**config.mk**
```make
export PLATFORM = sky130hd
export DESIGN_NAME = id_stage_flat
export DESIGN_NICKNAME = d
export VERILOG_FILES = /design/src/rtl/id_stage_pkg.sv /design/src/rtl/id_stage_if.sv /design/src/rtl/id_stage_decoder.sv /design/src/rtl/id_stage.sv /design/src/flat_wrapper.sv
export SDC_FILE = /design/constraint.sdc
export NUM_CORES = 1
export LEC_CHECK = 0
export BUFFER_PORTS_ARGS = -buffer_cell sky130_fd_sc_hd__buf_2
export CAP_MARGIN = 5
export CORE_UTILIZATION = 25
export CTS_CLUSTER_DIAMETER = 30
export DETAILED_ROUTE_END_ITERATION = 7
export SYNTH_ARGS = -nofsm -noshare
export SYNTH_HDL_FRONTEND = slang
export SYNTH_SLANG_ARGS = --single-unit
```
**constraint.sdc**
```tcl
create_clock -name clk -period 6.2 [get_ports clk]
set_clock_uncertainty 0.15 [all_clocks]
set_input_delay 1.24 -clock clk [delete_from_list [all_inputs] [get_ports clk]]
set_output_delay 1.24 -clock clk [all_outputs]
set_load 0.01 [all_outputs]
```
**src/rtl/id_stage_pkg.sv**
```systemverilog
// Shared encodings and widths for the instruction-decode stage.
package id_stage_pkg;

    localparam int WORD_W = 32;
    localparam int ADDR_W = 30;
    localparam int REG_W  = 5;

    localparam logic [5:0] OP_ANDR  = 6'h00, OP_ANDI  = 6'h01, OP_ORR   = 6'h02, OP_ORI   = 6'h03;
    localparam logic [5:0] OP_XORR  = 6'h04, OP_XORI  = 6'h05, OP_ADDSR = 6'h06, OP_ADDSI = 6'h07;
    localparam logic [5:0] OP_ADDUR = 6'h08, OP_ADDUI = 6'h09, OP_SUBSR = 6'h0A, OP_SUBUR = 6'h0B;
    localparam logic [5:0] OP_SHRLR = 6'h0C, OP_SHRLI = 6'h0D, OP_SHLLR = 6'h0E, OP_SHLLI = 6'h0F;
    localparam logic [5:0] OP_BE    = 6'h10, OP_BNE   = 6'h11, OP_BSGT  = 6'h12, OP_BUGT  = 6'h13;
    localparam logic [5:0] OP_JMP   = 6'h14, OP_CALL  = 6'h15, OP_LDW   = 6'h16, OP_STW   = 6'h17;
    localparam logic [5:0] OP_TRAP  = 6'h18, OP_RDCR  = 6'h19, OP_WRCR  = 6'h1A, OP_EXRT  = 6'h1B;

    typedef enum logic [3:0] {
        ALU_NOP = 4'd0, ALU_AND = 4'd1, ALU_OR = 4'd2, ALU_XOR = 4'd3, ALU_ADDS = 4'd4,
        ALU_ADDU = 4'd5, ALU_SUBS = 4'd6, ALU_SUBU = 4'd7, ALU_SHRL = 4'd8, ALU_SHLL = 4'd9
    } alu_op_t;

    typedef enum logic [1:0] {MEM_NOP = 2'd0, MEM_LDW = 2'd1, MEM_STW = 2'd2} mem_op_t;
    typedef enum logic [1:0] {CTRL_NOP = 2'd0, CTRL_WRCR = 2'd1, CTRL_EXRT = 2'd2} ctrl_op_t;

    typedef enum logic [2:0] {
        EXP_NO_EXP = 3'd0, EXP_EXT_INT = 3'd1, EXP_UNDEF_INSN = 3'd2, EXP_OVERFLOW = 3'd3,
        EXP_MISS_ALIGN = 3'd4, EXP_TRAP = 3'd5, EXP_PRV_VIO = 3'd6
    } exp_code_t;

    localparam logic MODE_KERNEL = 1'b0;
    localparam logic MODE_USER   = 1'b1;

    typedef struct packed {
        alu_op_t            alu_op;
        logic [WORD_W-1:0]  alu_in_0;
        logic [WORD_W-1:0]  alu_in_1;
        logic               br_flag;
        mem_op_t            mem_op;
        logic [WORD_W-1:0]  mem_wr_data;
        ctrl_op_t           ctrl_op;
        logic [REG_W-1:0]   dst_addr;
        logic               gpr_we_;
        exp_code_t          exp_code;
    } dec_t;

endpackage

```
**src/rtl/id_stage_if.sv**
```systemverilog
// ID/EX pipeline register bundle; ID drives it (master), EX consumes it (slave).
interface id_stage_if;
    import id_stage_pkg::*;

    logic [ADDR_W-1:0] id_pc;
    logic              id_en;
    logic [3:0]        id_alu_op;
    logic [WORD_W-1:0] id_alu_in_0;
    logic [WORD_W-1:0] id_alu_in_1;
    logic              id_br_flag;
    logic [1:0]        id_mem_op;
    logic [WORD_W-1:0] id_mem_wr_data;
    logic [1:0]        id_ctrl_op;
    logic [REG_W-1:0]  id_dst_addr;
    logic              id_gpr_we_;
    logic [2:0]        id_exp_code;

    modport master (output id_pc, id_en, id_alu_op, id_alu_in_0, id_alu_in_1, id_br_flag,
                    id_mem_op, id_mem_wr_data, id_ctrl_op, id_dst_addr, id_gpr_we_, id_exp_code);
    modport slave  (input  id_pc, id_en, id_alu_op, id_alu_in_0, id_alu_in_1, id_br_flag,
                    id_mem_op, id_mem_wr_data, id_ctrl_op, id_dst_addr, id_gpr_we_, id_exp_code);
endinterface

```
**src/rtl/id_stage_decoder.sv**
```systemverilog
// Combinational decode: operand forwarding, branch resolution and load-use hazard detection.
module id_stage_decoder
    import id_stage_pkg::*;
(
    input  logic [WORD_W-1:0] insn,
    input  logic [ADDR_W-1:0] pc,
    input  logic              en,
    input  logic [WORD_W-1:0] gpr_rd_data_0,
    input  logic [WORD_W-1:0] gpr_rd_data_1,
    input  logic              id_en,
    input  logic              id_gpr_we_,
    input  logic [REG_W-1:0]  id_dst_addr,
    input  logic [1:0]        id_mem_op,
    input  logic [WORD_W-1:0] ex_fwd_data,
    input  logic              ex_en,
    input  logic [REG_W-1:0]  ex_dst_addr,
    input  logic              ex_gpr_we_,
    input  logic [WORD_W-1:0] mem_fwd_data,
    input  logic              exe_mode,
    input  logic [WORD_W-1:0] creg_rd_data,
    output logic [REG_W-1:0]  gpr_rd_addr_0,
    output logic [REG_W-1:0]  gpr_rd_addr_1,
    output logic [REG_W-1:0]  creg_rd_addr,
    output logic [ADDR_W-1:0] br_addr,
    output logic              br_taken,
    output logic              ld_hazard,
    output dec_t              dec
);
    logic [5:0]        op;
    logic [REG_W-1:0]  ra, rb, rc;
    logic [WORD_W-1:0] imm_s, imm_u, ra_data, rb_data;
    logic [ADDR_W-1:0] br_target;

    assign op        = insn[31:26];
    assign ra        = insn[25:21];
    assign rb        = insn[20:16];
    assign rc        = insn[15:11];
    assign imm_s     = {{16{insn[15]}}, insn[15:0]};
    assign imm_u     = {16'h0000, insn[15:0]};
    assign br_target = pc + imm_s[ADDR_W-1:0];

    assign gpr_rd_addr_0 = ra;
    assign gpr_rd_addr_1 = rb;
    assign creg_rd_addr  = ra;

    // The instruction now in ID/EX is younger than the one in EX/MEM, so it wins.
    assign ra_data = (id_en && !id_gpr_we_ && id_dst_addr == ra) ? ex_fwd_data  :
                     (ex_en && !ex_gpr_we_ && ex_dst_addr == ra) ? mem_fwd_data : gpr_rd_data_0;
    assign rb_data = (id_en && !id_gpr_we_ && id_dst_addr == rb) ? ex_fwd_data  :
                     (ex_en && !ex_gpr_we_ && ex_dst_addr == rb) ? mem_fwd_data : gpr_rd_data_1;

    assign ld_hazard = id_en && (id_mem_op == MEM_LDW) && (id_dst_addr == ra || id_dst_addr == rb);

    always_comb begin
        dec          = '0;
        dec.alu_op   = ALU_NOP;
        dec.alu_in_0 = ra_data;
        dec.alu_in_1 = rb_data;
        dec.mem_op   = MEM_NOP;
        dec.ctrl_op  = CTRL_NOP;
        dec.dst_addr = rb;
        dec.gpr_we_  = 1'b1;
        dec.exp_code = EXP_NO_EXP;
        br_taken     = 1'b0;
        br_addr      = '0;
        if (en) begin
            case (op)
                OP_ANDR:  begin dec.alu_op = ALU_AND;  dec.dst_addr = rc; dec.gpr_we_ = 1'b0; end
                OP_ORR:   begin dec.alu_op = ALU_OR;   dec.dst_addr = rc; dec.gpr_we_ = 1'b0; end
                OP_XORR:  begin dec.alu_op = ALU_XOR;  dec.dst_addr = rc; dec.gpr_we_ = 1'b0; end
                OP_ADDSR: begin dec.alu_op = ALU_ADDS; dec.dst_addr = rc; dec.gpr_we_ = 1'b0; end
                OP_ADDUR: begin dec.alu_op = ALU_ADDU; dec.dst_addr = rc; dec.gpr_we_ = 1'b0; end
                OP_SUBSR: begin dec.alu_op = ALU_SUBS; dec.dst_addr = rc; dec.gpr_we_ = 1'b0; end
                OP_SUBUR: begin dec.alu_op = ALU_SUBU; dec.dst_addr = rc; dec.gpr_we_ = 1'b0; end
                OP_SHRLR: begin dec.alu_op = ALU_SHRL; dec.dst_addr = rc; dec.gpr_we_ = 1'b0; end
                OP_SHLLR: begin dec.alu_op = ALU_SHLL; dec.dst_addr = rc; dec.gpr_we_ = 1'b0; end
                OP_ANDI:  begin dec.alu_op = ALU_AND;  dec.alu_in_1 = imm_u; dec.gpr_we_ = 1'b0; end
                OP_ORI:   begin dec.alu_op = ALU_OR;   dec.alu_in_1 = imm_u; dec.gpr_we_ = 1'b0; end
                OP_XORI:  begin dec.alu_op = ALU_XOR;  dec.alu_in_1 = imm_u; dec.gpr_we_ = 1'b0; end
                OP_SHRLI: begin dec.alu_op = ALU_SHRL; dec.alu_in_1 = imm_u; dec.gpr_we_ = 1'b0; end
                OP_SHLLI: begin dec.alu_op = ALU_SHLL; dec.alu_in_1 = imm_u; dec.gpr_we_ = 1'b0; end
                OP_ADDSI: begin dec.alu_op = ALU_ADDS; dec.alu_in_1 = imm_s; dec.gpr_we_ = 1'b0; end
                OP_ADDUI: begin dec.alu_op = ALU_ADDU; dec.alu_in_1 = imm_s; dec.gpr_we_ = 1'b0; end
                OP_BE:    begin dec.br_flag = 1'b1; br_addr = br_target; br_taken = (ra_data == rb_data); end
                OP_BNE:   begin dec.br_flag = 1'b1; br_addr = br_target; br_taken = (ra_data != rb_data); end
                OP_BSGT:  begin
                    dec.br_flag = 1'b1; br_addr = br_target;
                    br_taken = ($signed(ra_data) < $signed(rb_data));
                end
                OP_BUGT:  begin dec.br_flag = 1'b1; br_addr = br_target; br_taken = (ra_data < rb_data); end
                OP_JMP:   begin dec.br_flag = 1'b1; br_addr = ra_data[31:2]; br_taken = 1'b1; end
                OP_CALL:  begin
                    dec.br_flag  = 1'b1; br_addr = ra_data[31:2]; br_taken = 1'b1;
                    dec.alu_in_0 = {pc, 2'b00};
                    dec.dst_addr = 5'd31;
                    dec.gpr_we_  = 1'b0;
                end
                OP_LDW:   begin
                    dec.alu_op = ALU_ADDU; dec.alu_in_1 = imm_s; dec.mem_op = MEM_LDW; dec.gpr_we_ = 1'b0;
                end
                OP_STW:   begin
                    dec.alu_op = ALU_ADDU; dec.alu_in_1 = imm_s; dec.mem_op = MEM_STW; dec.mem_wr_data = rb_data;
                end
                OP_TRAP:  dec.exp_code = EXP_TRAP;
                OP_RDCR:  begin
                    if (exe_mode == MODE_USER) dec.exp_code = EXP_PRV_VIO;
                    else begin dec.alu_in_0 = creg_rd_data; dec.dst_addr = rc; dec.gpr_we_ = 1'b0; end
                end
                OP_WRCR:  begin
                    if (exe_mode == MODE_USER) dec.exp_code = EXP_PRV_VIO;
                    else begin dec.ctrl_op = CTRL_WRCR; dec.alu_in_0 = ra_data; dec.dst_addr = rc; end
                end
                OP_EXRT:  begin
                    if (exe_mode == MODE_USER) dec.exp_code = EXP_PRV_VIO;
                    else dec.ctrl_op = CTRL_EXRT;
                end
                default:  dec.exp_code = EXP_UNDEF_INSN;
            endcase
        end
    end
endmodule

```
**src/rtl/id_stage.sv**
```systemverilog
// Instruction-decode stage: decoder plus the ID/EX pipeline register.
module id_stage
    import id_stage_pkg::*;
(
    input  logic              clk,
    input  logic              reset,
    input  logic [WORD_W-1:0] gpr_rd_data_0,
    input  logic [WORD_W-1:0] gpr_rd_data_1,
    output logic [REG_W-1:0]  gpr_rd_addr_0,
    output logic [REG_W-1:0]  gpr_rd_addr_1,
    input  logic              ex_en,
    input  logic [WORD_W-1:0] ex_fwd_data,
    input  logic [REG_W-1:0]  ex_dst_addr,
    input  logic              ex_gpr_we_,
    input  logic [WORD_W-1:0] mem_fwd_data,
    input  logic              exe_mode,
    input  logic [WORD_W-1:0] creg_rd_data,
    output logic [REG_W-1:0]  creg_rd_addr,
    input  logic              stall,
    input  logic              flush,
    output logic [ADDR_W-1:0] br_addr,
    output logic              br_taken,
    output logic              ld_hazard,
    input  logic [ADDR_W-1:0] if_pc,
    input  logic [WORD_W-1:0] if_insn,
    input  logic              if_en,
    id_stage_if.master        id_ex
);
    dec_t dec;

    id_stage_decoder u_decoder (
        .insn          (if_insn),
        .pc            (if_pc),
        .en            (if_en),
        .gpr_rd_data_0 (gpr_rd_data_0),
        .gpr_rd_data_1 (gpr_rd_data_1),
        .id_en         (id_ex.id_en),
        .id_gpr_we_    (id_ex.id_gpr_we_),
        .id_dst_addr   (id_ex.id_dst_addr),
        .id_mem_op     (id_ex.id_mem_op),
        .ex_fwd_data   (ex_fwd_data),
        .ex_en         (ex_en),
        .ex_dst_addr   (ex_dst_addr),
        .ex_gpr_we_    (ex_gpr_we_),
        .mem_fwd_data  (mem_fwd_data),
        .exe_mode      (exe_mode),
        .creg_rd_data  (creg_rd_data),
        .gpr_rd_addr_0 (gpr_rd_addr_0),
        .gpr_rd_addr_1 (gpr_rd_addr_1),
        .creg_rd_addr  (creg_rd_addr),
        .br_addr       (br_addr),
        .br_taken      (br_taken),
        .ld_hazard     (ld_hazard),
        .dec           (dec)
    );

    // Reset and flush both leave a bubble: everything zero, write enable deasserted.
    always_ff @(posedge clk) begin
        if (reset || (flush && !stall)) begin
            id_ex.id_pc          <= '0;
            id_ex.id_en          <= 1'b0;
            id_ex.id_alu_op      <= ALU_NOP;
            id_ex.id_alu_in_0    <= '0;
            id_ex.id_alu_in_1    <= '0;
            id_ex.id_br_flag     <= 1'b0;
            id_ex.id_mem_op      <= MEM_NOP;
            id_ex.id_mem_wr_data <= '0;
            id_ex.id_ctrl_op     <= CTRL_NOP;
            id_ex.id_dst_addr    <= '0;
            id_ex.id_gpr_we_     <= 1'b1;
            id_ex.id_exp_code    <= EXP_NO_EXP;
        end else if (!stall) begin
            id_ex.id_pc          <= if_pc;
            id_ex.id_en          <= if_en;
            id_ex.id_alu_op      <= dec.alu_op;
            id_ex.id_alu_in_0    <= dec.alu_in_0;
            id_ex.id_alu_in_1    <= dec.alu_in_1;
            id_ex.id_br_flag     <= dec.br_flag;
            id_ex.id_mem_op      <= dec.mem_op;
            id_ex.id_mem_wr_data <= dec.mem_wr_data;
            id_ex.id_ctrl_op     <= dec.ctrl_op;
            id_ex.id_dst_addr    <= dec.dst_addr;
            id_ex.id_gpr_we_     <= dec.gpr_we_;
            id_ex.id_exp_code    <= dec.exp_code;
        end
    end
endmodule

```
**src/flat_wrapper.sv**
```systemverilog
// flat-port wrapper written by rule: the top's interface ports become plain ports
module id_stage_flat import id_stage_pkg::*;
  (clk, reset, gpr_rd_data_0, gpr_rd_data_1, gpr_rd_addr_0, gpr_rd_addr_1, ex_en, ex_fwd_data, ex_dst_addr, ex_gpr_we_, mem_fwd_data, exe_mode, creg_rd_data, creg_rd_addr, stall, flush, br_addr, br_taken, ld_hazard, if_pc, if_insn, if_en, id_ex_id_pc, id_ex_id_en, id_ex_id_alu_op, id_ex_id_alu_in_0, id_ex_id_alu_in_1, id_ex_id_br_flag, id_ex_id_mem_op, id_ex_id_mem_wr_data, id_ex_id_ctrl_op, id_ex_id_dst_addr, id_ex_id_gpr_we_, id_ex_id_exp_code);
  id_stage_if id_ex_i ();
  input  logic clk;
  input  logic reset;
  input  logic [WORD_W-1:0] gpr_rd_data_0;
  input  logic [WORD_W-1:0] gpr_rd_data_1;
  output logic [REG_W-1:0] gpr_rd_addr_0;
  output logic [REG_W-1:0] gpr_rd_addr_1;
  input  logic ex_en;
  input  logic [WORD_W-1:0] ex_fwd_data;
  input  logic [REG_W-1:0] ex_dst_addr;
  input  logic ex_gpr_we_;
  input  logic [WORD_W-1:0] mem_fwd_data;
  input  logic exe_mode;
  input  logic [WORD_W-1:0] creg_rd_data;
  output logic [REG_W-1:0] creg_rd_addr;
  input  logic stall;
  input  logic flush;
  output logic [ADDR_W-1:0] br_addr;
  output logic br_taken;
  output logic ld_hazard;
  input  logic [ADDR_W-1:0] if_pc;
  input  logic [WORD_W-1:0] if_insn;
  input  logic if_en;
  output wire logic [$bits(id_ex_i.id_pc)-1:0] id_ex_id_pc;
  output wire logic [$bits(id_ex_i.id_en)-1:0] id_ex_id_en;
  output wire logic [$bits(id_ex_i.id_alu_op)-1:0] id_ex_id_alu_op;
  output wire logic [$bits(id_ex_i.id_alu_in_0)-1:0] id_ex_id_alu_in_0;
  output wire logic [$bits(id_ex_i.id_alu_in_1)-1:0] id_ex_id_alu_in_1;
  output wire logic [$bits(id_ex_i.id_br_flag)-1:0] id_ex_id_br_flag;
  output wire logic [$bits(id_ex_i.id_mem_op)-1:0] id_ex_id_mem_op;
  output wire logic [$bits(id_ex_i.id_mem_wr_data)-1:0] id_ex_id_mem_wr_data;
  output wire logic [$bits(id_ex_i.id_ctrl_op)-1:0] id_ex_id_ctrl_op;
  output wire logic [$bits(id_ex_i.id_dst_addr)-1:0] id_ex_id_dst_addr;
  output wire logic [$bits(id_ex_i.id_gpr_we_)-1:0] id_ex_id_gpr_we_;
  output wire logic [$bits(id_ex_i.id_exp_code)-1:0] id_ex_id_exp_code;
  assign id_ex_id_pc = id_ex_i.id_pc;
  assign id_ex_id_en = id_ex_i.id_en;
  assign id_ex_id_alu_op = id_ex_i.id_alu_op;
  assign id_ex_id_alu_in_0 = id_ex_i.id_alu_in_0;
  assign id_ex_id_alu_in_1 = id_ex_i.id_alu_in_1;
  assign id_ex_id_br_flag = id_ex_i.id_br_flag;
  assign id_ex_id_mem_op = id_ex_i.id_mem_op;
  assign id_ex_id_mem_wr_data = id_ex_i.id_mem_wr_data;
  assign id_ex_id_ctrl_op = id_ex_i.id_ctrl_op;
  assign id_ex_id_dst_addr = id_ex_i.id_dst_addr;
  assign id_ex_id_gpr_we_ = id_ex_i.id_gpr_we_;
  assign id_ex_id_exp_code = id_ex_i.id_exp_code;
  id_stage u_core (.clk(clk), .reset(reset), .gpr_rd_data_0(gpr_rd_data_0), .gpr_rd_data_1(gpr_rd_data_1), .gpr_rd_addr_0(gpr_rd_addr_0), .gpr_rd_addr_1(gpr_rd_addr_1), .ex_en(ex_en), .ex_fwd_data(ex_fwd_data), .ex_dst_addr(ex_dst_addr), .ex_gpr_we_(ex_gpr_we_), .mem_fwd_data(mem_fwd_data), .exe_mode(exe_mode), .creg_rd_data(creg_rd_data), .creg_rd_addr(creg_rd_addr), .stall(stall), .flush(flush), .br_addr(br_addr), .br_taken(br_taken), .ld_hazard(ld_hazard), .if_pc(if_pc), .if_insn(if_insn), .if_en(if_en), .id_ex(id_ex_i));
endmodule
```
==> impl_metrics.json <==
{
  "dpl.hpwl_um": 40500,
  "postLayoutCoreUtil": 0.3481,
  "drv_cap": 0,
  "gp_congestion": 0.8862,
  "syn_area_per_cell_um2": 7.803,
  "final-setup-viol-count": 0,
  "fmax_mhz": 163.7,
  "synthFlopType": "dfxtp_1",
  "ys_types": 68,
  "finalCritPeriodShare": 0.9850,
  "finalWirelength_um": 53780,
  "clock_latency_ps": 470,
  "synth_mux_area_frac": 0.1204,
  "grt_overflow": 0,
  "start_util": 0.2561,
  "drt-pass1-iter-count": 6,
  "dieArea_um2": 44190,
  "clk_pin_slew_ps": 70,
  "detail-route-antenna-nets": 0,
  "grt_pass1_vias": 12000,
  "p_leak_nw": 7.393,
  "grt_util_all_layers": 0.2315,
  "synth_edf_count": 0,
  "async_flop_share": 0,
  "port_buffers": 426,
  "fin_tns_setup_ps": 0,
  "hp-class": "register to register",
  "clock-sinks": 145,
  "tightest_slew_ps": 1074,
  "antenna_found_initial": 5,
  "drc_errors": 0,
  "power_density_nw_per_um2": 196.8,
  "path_class": "input port to primary output",
  "htreeDepth": 4,
  "ys_seq_area_frac": 0.2678,
  "drtIter0Drc": 949,
  "final-hold-violation-count": 0,
  "syn2layout_area_growth_pct": 35.95,
  "grt_max_degree": 87,
  "core_area_um2": 42320,
  "maxSlewHeadroom": 0.2841,
  "synth_fa_ha_area_frac": 0.07204,
  "synth_xor_xnor_area_share": 0.03717,
  "ios": 427,
  "postSynthCellCount": 1389,
  "drive_gt1_frac": 0.3520,
  "synth-simple-area-share": 0.1942,
  "wl_per_cell_um": 22.38,
  "r2r_slack_ps": 3000,
  "cts_max_path_buffers": 2,
  "final_cell_mix": "buf_2, nor2_1, dfxtp_1, a21oi_1, mux2i_1",
  "post_drt_via_cell_ratio": 5.149,
  "vias": 12370,
  "slew_violations": 0,
  "min_period_ps": 6107,
  "cp_max_fo": 15,
  "nNetsFinal": 2107,
  "multiInputGateArea_um2": 7441,
  "die_x_um": 210.2,
  "synth_top_family_by_area": "compound AO/OA/AOI/OAI gates",
  "synth_compound_area_frac": 0.2424,
  "fillers": 4569,
  "syn_nets": 1685,
  "critPathArrivalTime_ps": 4720,
  "placementRows": 75,
  "grt_pass1_wl_um": 75760,
  "seqCellArea_um2": 2903,
  "cts-root-buf": "clkbuf_16",
  "crit_required_ps": 4810,
  "cts_tree": "yes",
  "cts_buffers": 17,
  "start_kind": "input port",
  "die_h_um": 210.2,
  "yosysWarnings": 0,
  "peakVddDrop_v": 0.0001740,
  "syn_area_um2": 10840,
  "critPathCaptureType": "primary output",
  "ys_ff_latch": 145,
  "final_common_cell": "buf_2",
  "status": "finished clean"
}
-- final cells by class --
class                   count  share of cell area
well taps                 577             0.04900
repair buffers            511              0.1947
inverters                  46             0.01172
multi-input cells        1090              0.5050
flip-flops and latches    145              0.1970
clock inverters            15             0.01333
diodes                      2           0.0003397
clock buffers              17             0.02887
-- state kept, by name, summed over array words and instances, names as in the netlist --
name	cells
u_core.id_ex.id_dst_addr	5
u_core.id_ex.id_alu_in_1	32
u_core.id_ex.id_en	1
u_core.id_ex.id_alu_in_0	32
u_core.id_ex.id_mem_op	2
u_core.id_ex.id_exp_code	3
u_core.id_ex.id_br_flag	1
u_core.id_ex.id_alu_op	4
u_core.id_ex.id_ctrl_op	2
u_core.id_ex.id_gpr_we_	1
u_core.id_ex.id_mem_wr_data	32
u_core.id_ex.id_pc	30
-- cell families (layout without fill, tap and decap cells) --
kind of cell    after synthesis  after routing
compound gates              386            386
xor+xnor                     46             46
fa+ha+maj                    62             62
buf+inv                     155            589
flops                       145            145
mux                         128            128
other cells                   0              2
simple gates                467            468
-- metal layers --
metal	wire [um]	part of all wire	global-route usage	vias up
met5	36	0.00067	0	-
met4	1482	0.028	0.08029	6
met3	3489	0.065	0.04991	72
met2	26520	0.49	0.4075	561
met1	22250	0.41	0.2762	5905
li1	-	-	-	5830
-- timing repair --
action / CTS / global route
pin swaps: 1 / 17
hold buffers: 0 / 0
gates resized for setup: 4 / 26
setup endpoints to repair: 1 / 1
buffers inserted: 1 / 9
gates cloned: 0 / 2
-- cell usage after synthesis (all sizes together), types with 8 or more instances --
cell type	count	area, um2
dfxtp	145	2903
a222oi	13	130.1
o21ai	41	205.2
nor2	270	1121
nand3	13	65.06
xnor2	18	157.7
mux2	19	214.0
nand2b	11	68.82
inv	45	168.9
ha	60	750.7
mux2i	109	1091
buf	37	271.5
a211oi	13	97.59
a221oi	21	190.2
a31oi	10	77.57
a21o	32	240.2
clkbuf	72	270.3
a22oi	54	405.4
o22ai	8	50.05
nand2	79	299.0
nor3	58	290.3
xor2	28	245.2
a21oi	145	800.8
a22o	17	148.9
-- worst paths after layout --
check                                from                           end  cells past startpoint
max                           if_insn[21]                      br_taken                     18
min          u_core.id_ex.id_alu_in_0[12]  u_core.id_ex.id_alu_in_0[12]                      2
min reg2reg  u_core.id_ex.id_alu_in_0[12]  u_core.id_ex.id_alu_in_0[12]                      2
max reg2reg   u_core.id_ex.id_dst_addr[4]  u_core.id_ex.id_alu_in_0[24]                     12
-- critical path: stages --
cell and delay, ps:
buf_2 140, xor2_1 180, nor4_4 360, nand2_2 150
buf_12 160, clkbuf_16 190, mux2i_2 320, a21oi_4 110
ha_4 280, nand4_1 170, nor3_2 230, nand4_1 190
nor4_2 330, buf_4 160, xor2_1 140, a21oi_1 80
nand2_1 110, buf_2 150
-- stage by stage --
| step | cells | hold WS [ps] | total power, W | cell area [um2] | setup slack (ps) |
|---|---|---|---|---|---|
| 2_1_floorplan | 1389 | 335.6 | 0.001422 | 10840 | 708.5 |
| 3_3_place_gp | 2357 | 302.4 | 0.001738 | 13820 | -207.0 |
| 3_5_place_dp | 2357 | 305.1 | 0.001747 | 13820 | -138.4 |
| 4_1_cts | 2390 | 314.9 | 0.002906 | 14460 | 6.733 |
| 5_1_grt | 2403 | 340.6 | 0.003024 | 14730 | -56.13 |
| 6_report | 2403 | 310.0 | 0.002900 | 14730 | 92.79 |
-- power by group --
group	internal [W]	leakage, nW	switching (W)
registers	0.000969	1.18	0.0000212
logic	0.000311	5.91	0.000452
clock network	0.000645	0.295	0.000502
(Power assumes the default switching activity.)
